File: src/rtl/if_fetch_queue.sv
// Instruction prefetch queue between IF and ID: circular buffer with first-word
// fall-through output, valid/ready push side and a redirect that drops all pending fetches.
package if_fetch_queue_pkg;
  typedef struct packed {
    logic addr_err;
    logic tlb_refill;
    logic tlb_invalid;
    logic bus_err;
  } ExceptinPipeType;

  typedef struct packed {
    logic [31:0]     instr;
    logic [31:0]     pc;
    ExceptinPipeType exc;
  } fq_entry_t;
endpackage

module if_fetch_queue
  import if_fetch_queue_pkg::*;
#(
  parameter int DEPTH = 4,
  parameter int CNT_W = $clog2(DEPTH) + 1
) (
  input  logic             clk,
  input  logic             rst,
  input  logic             FQ_PushValid,
  output logic             FQ_PushReady,
  input  logic [31:0]      FQ_PushInstr,
  input  logic [31:0]      FQ_PushPC,
  input  ExceptinPipeType  FQ_PushExcept,
  input  logic             FQ_Redirect,
  input  logic             ID_Wr,
  input  logic             ID_Flush,
  output logic             IF_Valid,
  output logic [31:0]      IF_Instr,
  output logic [31:0]      IF_PC,
  output ExceptinPipeType  IF_ExceptType,
  output logic [CNT_W-1:0] FQ_Count
);

  localparam int PTR_W = $clog2(DEPTH);

  logic [PTR_W-1:0] rd_ptr_q, rd_ptr_d;
  logic [PTR_W-1:0] wr_ptr_q, wr_ptr_d;
  logic [CNT_W-1:0] count_q, count_d;
  fq_entry_t        mem_q [DEPTH];
  fq_entry_t        head;
  logic             empty, full, push, pop;

  always_comb begin
    // NOTE: every signal gets a default first so no path leaves it unassigned (no latch).
    empty    = (count_q == '0);
    full     = (count_q == CNT_W'(DEPTH));
    push     = FQ_PushValid && !full && !FQ_Redirect;
    pop      = ID_Wr && !ID_Flush && !empty && !FQ_Redirect;
    rd_ptr_d = rd_ptr_q;
    wr_ptr_d = wr_ptr_q;
    count_d  = count_q;
    if (FQ_Redirect) begin
      rd_ptr_d = '0;
      wr_ptr_d = '0;
      count_d  = '0;
    end else begin
      if (push) wr_ptr_d = wr_ptr_q + 1'b1;
      if (pop)  rd_ptr_d = rd_ptr_q + 1'b1;
      unique case ({push, pop})
        2'b10:   count_d = count_q + 1'b1;
        2'b01:   count_d = count_q - 1'b1;
        default: count_d = count_q;
      endcase
    end
  end

  // NOTE: sequential state uses non-blocking assignments so all flops update together.
  always_ff @(posedge clk) begin
    if (!rst) begin
      rd_ptr_q <= '0;
      wr_ptr_q <= '0;
      count_q  <= '0;
    end else begin
      rd_ptr_q <= rd_ptr_d;
      wr_ptr_q <= wr_ptr_d;
      count_q  <= count_d;
    end
  end

  // NOTE: storage is deliberately not reset; outputs are masked while empty instead.
  always_ff @(posedge clk) begin
    if (push) mem_q[wr_ptr_q] <= '{instr: FQ_PushInstr, pc: FQ_PushPC, exc: FQ_PushExcept};
  end

  always_comb begin
    head          = mem_q[rd_ptr_q];
    FQ_PushReady  = !full;
    IF_Valid      = !empty;
    IF_Instr      = empty ? 32'b0 : head.instr;
    IF_PC         = empty ? 32'b0 : head.pc;
    IF_ExceptType = empty ? ExceptinPipeType'('0) : head.exc;
    FQ_Count      = count_q;
  end

endmodule

File: config.mk
export PLATFORM = sky130hd
export DESIGN_NAME = if_fetch_queue
export DESIGN_NICKNAME = d
export VERILOG_FILES = /design/src/rtl/if_fetch_queue.sv
export SDC_FILE = /design/constraint.sdc
export NUM_CORES = 1
export LEC_CHECK = 0
export ABC_AREA = 1
export CAP_MARGIN = 20
export CELL_PAD_IN_SITES_DETAIL_PLACEMENT = 2
export CELL_PAD_IN_SITES_GLOBAL_PLACEMENT = 2
export CORE_MARGIN = 4
export CORE_UTILIZATION = 35
export DETAILED_ROUTE_END_ITERATION = 10
export PLACE_DENSITY_LB_ADDON = 0.1
export SYNTH_ARGS = -nofsm -noshare
export SYNTH_HDL_FRONTEND = slang
export SYNTH_SLANG_ARGS = --single-unit
File: constraint.sdc
create_clock -name clk -period 4.75 [get_ports clk]
set_input_delay 0.475 -clock clk [delete_from_list [all_inputs] [get_ports clk]]
set_output_delay 0.475 -clock clk [all_outputs]
set_load 0.02 [all_outputs]
==> results of run 1 <==
-- metrics by stage --
stage / std cells / cell area (um^2) / hold WS, ns / setup slack (ns)
6_report: 1438 / 13900 / 0.506 / 1.28
5_1_grt: 1438 / 13900 / 0.549 / 1.06
4_1_cts: 1438 / 13900 / 0.517 / 1.20
3_5_place_dp: 1381 / 12900 / 0.507 / 1.74
3_3_place_gp: 1381 / 12900 / 0.501 / 1.76
2_1_floorplan: 876 / 11000 / 0.474 / 0.359
-- cell usage after synthesis (all sizes together) --
cell and instances:
dfxtp 9, nand2 15, nand3 6, fa 1
buf 28, ha 5, edfxtp 272, o21ai 137
xor2 1, a21oi 73, clkbuf 23, inv 22
nor2 284
-- worst register-to-register path: cells and delay by family, from the launching register on --
kind,cells,cell delay (ns)
buffers and inverters,2,0.48
DFF,1,0.37
and+or+nand+nor,3,1.16
-- final timing paths --
path / start / end / slack, ns / depth (start not counted)
setup / recovery: flip-flop / IF_Instr[6] / 1.28 / 6
hold / removal: FQ_Count[0]$_SDFFE_PP0P_ / FQ_Count[0]$_SDFFE_PP0P_ / 0.51 / 2
setup reg to reg: FQ_Count[0]$_SDFFE_PP0P_ / mem_q[0][21]$_DFFE_PP_ / 2.37 / 5
hold reg to reg: FQ_Count[0]$_SDFFE_PP0P_ / FQ_Count[0]$_SDFFE_PP0P_ / 0.51 / 2
-- cell type report --
class | count | area, um^2
multi-input cells | 522 | 2330
inverters | 22 | 85.1
clock inverters | 20 | 173
flip-flops and latches | 281 | 8350
fillers | 3044 | 17000
well taps | 396 | 495
repair buffers | 160 | 1620
clock buffers | 37 | 798
-- power by group --
part	internal [mW]	leakage [nW]	switching [mW]
Sequential	2.76	2.54	0.00901
Combinational	0.124	1.64	0.169
Clock	1.35	0.475	0.945
-- cell families after synthesis --
kind of cell / count (synthesis) / share of synthesized area [%]
compound gates: 210 / 9.53
xor+xnor: 1 / 0.0795
fa+ha+maj: 6 / 0.749
buf+inv: 73 / 3.41
flops: 281 / 75.7
simple gates: 305 / 10.5
-- cells in the final DEF (no fill, tap or decap), types with 3 or more instances in the layout --
| master | Yosys | final |
|---|---|---|
| clkinv_2 | 0 | 6 |
| o21ai_1 | 39 | 39 |
| inv_1 | 18 | 18 |
| clkinv_1 | 0 | 9 |
| bufinv_16 | 0 | 3 |
| ha_1 | 5 | 5 |
| clkbuf_1 | 19 | 6 |
| o21ai_0 | 98 | 98 |
| a21oi_1 | 73 | 73 |
| edfxtp_1 | 272 | 272 |
| dfxtp_1 | 9 | 7 |
| nor2_4 | 0 | 4 |
| inv_2 | 4 | 3 |
| nand3_1 | 5 | 5 |
| buf_4 | 9 | 10 |
| nor2_1 | 284 | 280 |
| buf_12 | 0 | 4 |
| clkbuf_16 | 0 | 31 |
| nand2_1 | 15 | 15 |
| clkdlybuf4s50_1 | 0 | 146 |
-- flip-flops by register name, indices dropped and copies added (netlist names), named ones only --
register and flops:
FQ_Count 3, wr_ptr_q 2, mem_q 272, rd_ptr_q 2
-- routing by layer --
layer	global-route usage, %	vias to the layer above
met5	0	-
met4	3.23	6
met3	2.95	38
met2	30.4	150
met1	21.9	3688
li1	-	3364
==> flow_metrics.py, run 1 <==
metrics = {
    "critical_path": {
        "critPathLaunchType": "flip-flop",
        "critical_path_class": "reg -> out",
        "cp_cell_sequence": "buf_4 > nor2_1 > nor2_1 > o21ai_0 > a21oi_1 > clkdlybuf4s50_1",
        "cp_max_fo": 76,
        "crit_buf_inv": 2,
        "required_ns": 4.28,
        "cp_top_family": "buffers and inverters",
        "critical_path.max_stage_delay_ns": 0.67,
        "endpoint_kind": "output port",
        "slowest_stage": "buf_4",
        "crit_path_frequent_cell": "nor2_1",
        "cp.arrival_ns": 2.99,
    },
    "power": {
        "irDropWorstVdd_mv": 0.313,
        "power_mw": 5.36,
        "p_per_area_nw_per_um2": 387,
        "leakage_nw": 4.66,
    },
    "routing": {
        "drc": 0,
        "routedWlPerCell_um": 20.6,
        "drt-total-wl_um": 29600,
        "wl_met1_um": 12700,
        "routed.top_layer": "met5",
        "wl_met3_um": 1390,
        "postRouteAntennaNets": 0,
        "firstDrtPassIters": 4,
        "vias": 7246,
        "drtIter0Drc": 473,
        "viasPerCell": 5.04,
        "route.met2.wl_um": 15000,
    },
    "clock_network": {
        "cts_hold_buffers": 0,
        "numCtsBuffers": 31,
        "cts_buffer_depth": 3,
        "clk_root_buffer_cell": "clkbuf_16",
        "clk_latency_ns": 0.54,
        "postCtsSetupBuffers": 0,
        "clkTransAtPathRegs_ns": 0.06,
        "ctsHtreeMaxLevel": 1,
        "clock_sinks": 281,
        "cts_resized": 0,
        "cts_tree": "built",
    },
    "sta": {
        "worstMarginPinSlew_ns": 0.968,
        "setup_violations": 0,
        "hold_viol": 0,
        "maxSlewViolCount": 0,
        "fmax_mhz": 289,
        "slew_headroom_pct": 35.5,
        "rsz0062_at_grt": "no",
        "clock_skew_ns": 0.0115,
        "period_share_pct": 73.0,
        "fin_crit_ns": 3.47,
        "tns_ns": 0,
    },
    "global_routing": {
        "grt_pass1_wl_um": 45500,
        "grt_pass1_vias": 8112,
        "grt_usage_pct": 17.0,
        "overflow": 0,
        "grt_max_degree": 77,
        "antenna_found_initial": 3,
    },
    "synth": {
        "ys_types": 21,
        "synth_seq_area_share_pct": 75.7,
        "syn_nets": 956,
        "ys_seq_elements": 281,
        "ys_warn_count": 0,
        "syn_avg_cell_area_um2": 12.6,
        "yosys.area.top_type": "edfxtp_1",
        "netlist_instances": 876,
        "synth.area.top_cells": "edfxtp_1 74%, nor2_1 9.7%, o21ai_0 4.4%, a21oi_1 3.3%, o21ai_1 1.8%",
        "synth_top_area_share_pct": 74.1,
        "syn-cell-area_um2": 11000,
    },
    "die": {
        "ios": 147,
        "coreArea_um2": 30800,
        "fp.dieW_um": 185,
        "die_y_um": 185,
        "dieArea_um2": 34400,
        "start_util_pct": 35.8,
        "rows": 64,
    },
    "finish": {
        "antenna_cells": 0,
        "drive_gt1_share_pct": 6.43,
        "postLayoutCoreUtil_pct": 44.9,
        "syn2layout_area_growth_pct": 25.7,
        "finalNetCount": 1098,
    },
    "placement": {
        "gp_congestion": 0.693,
        "hpwl_um": 17500,
        "port_buffers": 146,
    },
    "flow_run": {
        "drv_cap": 0,
    },
    "run_status": {
        "status": "finished clean",
    },
    "hold_path": {
        "hp-class": "reg -> reg",
    },
}
(Power assumes the default switching activity.)
==> run 2, diff against run 1 <==
clock period = 3.3 ns   (was 4.75 ns; I/O delays follow)
==> run 2 against run 1 <==
Against the previous run: critical path depth unchanged; sequential share of layout area down 0.74 points; combinational power up 45%; largest cell class unchanged.
==> flow_metrics.py, run 2 (synthesis gave the netlist of run 1 again) <==
metrics = {
    "sta": {
        "worst_slack_ns": 0.207,
        "timing.hold.ws_ns": 0.465,
        "rsz0062_at_grt": "no",
        "clock_skew_ns": 0.0108,
        "slew_headroom_pct": 36.5,
        "fin_crit_ns": 3.09,
        "worstMarginPinSlew_ns": 0.952,
        "hold_viol": 0,
        "maxSlewViolCount": 0,
        "period_share_pct": 93.7,
        "tns_ns": 0,
        "fmax_mhz": 323,
        "setup_violations": 0,
    },
    "placement": {
        "gp_congestion": 0.706,
        "dp_slack_ns": 0.741,
        "hpwl_um": 18000,
        "place_inst": 1388,
        "port_buffers": 146,
        "placed_area_um2": 13000,
    },
    "clock_network": {
        "clock_sinks": 281,
        "cts_tree": "built",
        "cts_resized": 0,
        "numCtsBuffers": 34,
        "clkTransAtPathRegs_ns": 0.05,
        "clk_root_buffer_cell": "clkbuf_16",
        "cts_hold_buffers": 0,
        "postCtsSetupBuffers": 0,
        "ctsHtreeMaxLevel": 2,
        "clk_latency_ns": 0.50,
        "cts_buffer_depth": 3,
    },
    "hold_path": {
        "hold_start": "FQ_PushPC[13]",
        "hp-class": "in -> reg",
    },
    "finish": {
        "finalNetCount": 1108,
        "final_common_cell": "nor2_1",
        "postLayoutCoreUtil_pct": 45.5,
        "largest_reg_flops": 272,
        "drive_gt1_share_pct": 6.95,
        "fin_area_um2": 14000,
        "n_fill_cell": 3057,
        "final_cell_mix": "280 x nor2_1, 272 x edfxtp_1, 146 x clkdlybuf4s50_1",
        "syn2layout_area_growth_pct": 27.2,
        "top_register": "mem_q",
        "fin_cells": 1449,
    },
    "critical_path": {
        "required_ns": 2.97,
        "critical_path_class": "reg -> out",
        "cp.arrival_ns": 2.76,
        "critPathLaunchType": "flip-flop",
        "cp_max_fo": 52,
        "r2r-start": "FQ_Count[1]$_SDFFE_PP0P_",
        "endpoint_kind": "output port",
    },
    "power": {
        "power_frac_seq_pct": 50.7,
        "comb_power_share_pct": 5.4,
        "switchingPower_mw": 1.60,
        "switching_share_pct": 20.4,
        "leakage_nw": 4.74,
        "power_mw": 7.86,
        "p_clk_share_pct": 43.9,
        "p_per_area_nw_per_um2": 560,
        "irDropWorstVdd_mv": 0.508,
        "p_int_mw": 6.26,
    },
    "flow_run": {
        "drv_cap": 0,
    },
    "routing": {
        "vias": 7260,
        "viasPerCell": 5.01,
        "drt-total-wl_um": 30100,
        "routedWlPerCell_um": 20.8,
        "drc": 0,
        "postRouteAntennaNets": 0,
        "drtIter0Drc": 501,
        "firstDrtPassIters": 4,
    },
    "global_routing": {
        "grt_pass1_wl_um": 46000,
        "grt_pass1_vias": 8105,
        "grt_usage_pct": 17.5,
        "grt_max_degree": 69,
        "antenna_found_initial": 6,
        "overflow": 0,
    },
    "die": {
        "die_y_um": 185,
        "dieArea_um2": 34400,
        "start_util_pct": 35.8,
        "ios": 147,
        "coreArea_um2": 30800,
        "fp.dieW_um": 185,
        "rows": 64,
    },
    "run_status": {
        "status": "finished clean",
    },
}
## run 2: cell types whose count changed in the layout (fill, tap and decap cells not counted), moves of 2 or more
cell       delta
clkbuf_16     +4
buf_12        +4
clkinv_2      -4
buf_4         +3
diode_2       +2
clkinv_1      +2
## run 2: worst max-delay path: stages, from the launching register on
cell and delay, ns:
dfxtp_4 0.59, buf_12 0.32, nor2_1 0.10, nor2_1 0.11, o21ai_0 0.12, a21oi_1 0.32
clkdlybuf4s50_1 0.68
## run 2: cell type report
cell class / instances / area [um^2] / area share [%]
clock inverter: 16 / 120 / 0.857
multi-input combinational: 522 / 2330 / 16.6
antenna: 2 / 5.00 / 0.0357
tap: 396 / 495 / 3.53
timing repair buffer: 167 / 1720 / 12.3
inverter: 22 / 85.1 / 0.607
clock buffer: 43 / 916 / 6.53
sequential: 281 / 8350 / 59.6
## run 2: path summary, 6_finish.rpt
check	slack, ns	cells past startpoint	end
worst max-delay path	0.21	6	IF_Instr[19]
worst min-delay path	0.47	1	mem_q[0][17]$_DFFE_PP_
worst max register to register	1.11	12	FQ_Count[2]$_SDFFE_PP0P_
worst min register to register	0.49	2	FQ_Count[0]$_SDFFE_PP0P_
## run 2: per-layer routing
| metal | track usage [%] | wire (um) | up-vias |
|---|---|---|---|
| met4 | 4.93 | 553 | 8 |
| met2 | 31.8 | 15600 | 139 |
| met5 | 0 | 55 | - |
| met1 | 20.9 | 12500 | 3671 |
| met3 | 3.56 | 1420 | 43 |
| li1 | - | - | 3399 |
## run 2: power by group through the flow
| stage | Clock (mW) | Sequential [mW] | Combinational, mW |
|---|---|---|---|
| 2_1_floorplan | 0 | 4.06 | 0.160 |
| 3_3_place_gp | 0 | 4.05 | 0.422 |
| 3_5_place_dp | 0 | 4.06 | 0.432 |
| 4_1_cts | 3.55 | 3.98 | 0.436 |
| 5_1_grt | 3.71 | 3.98 | 0.465 |
| 6_report | 3.45 | 3.98 | 0.425 |
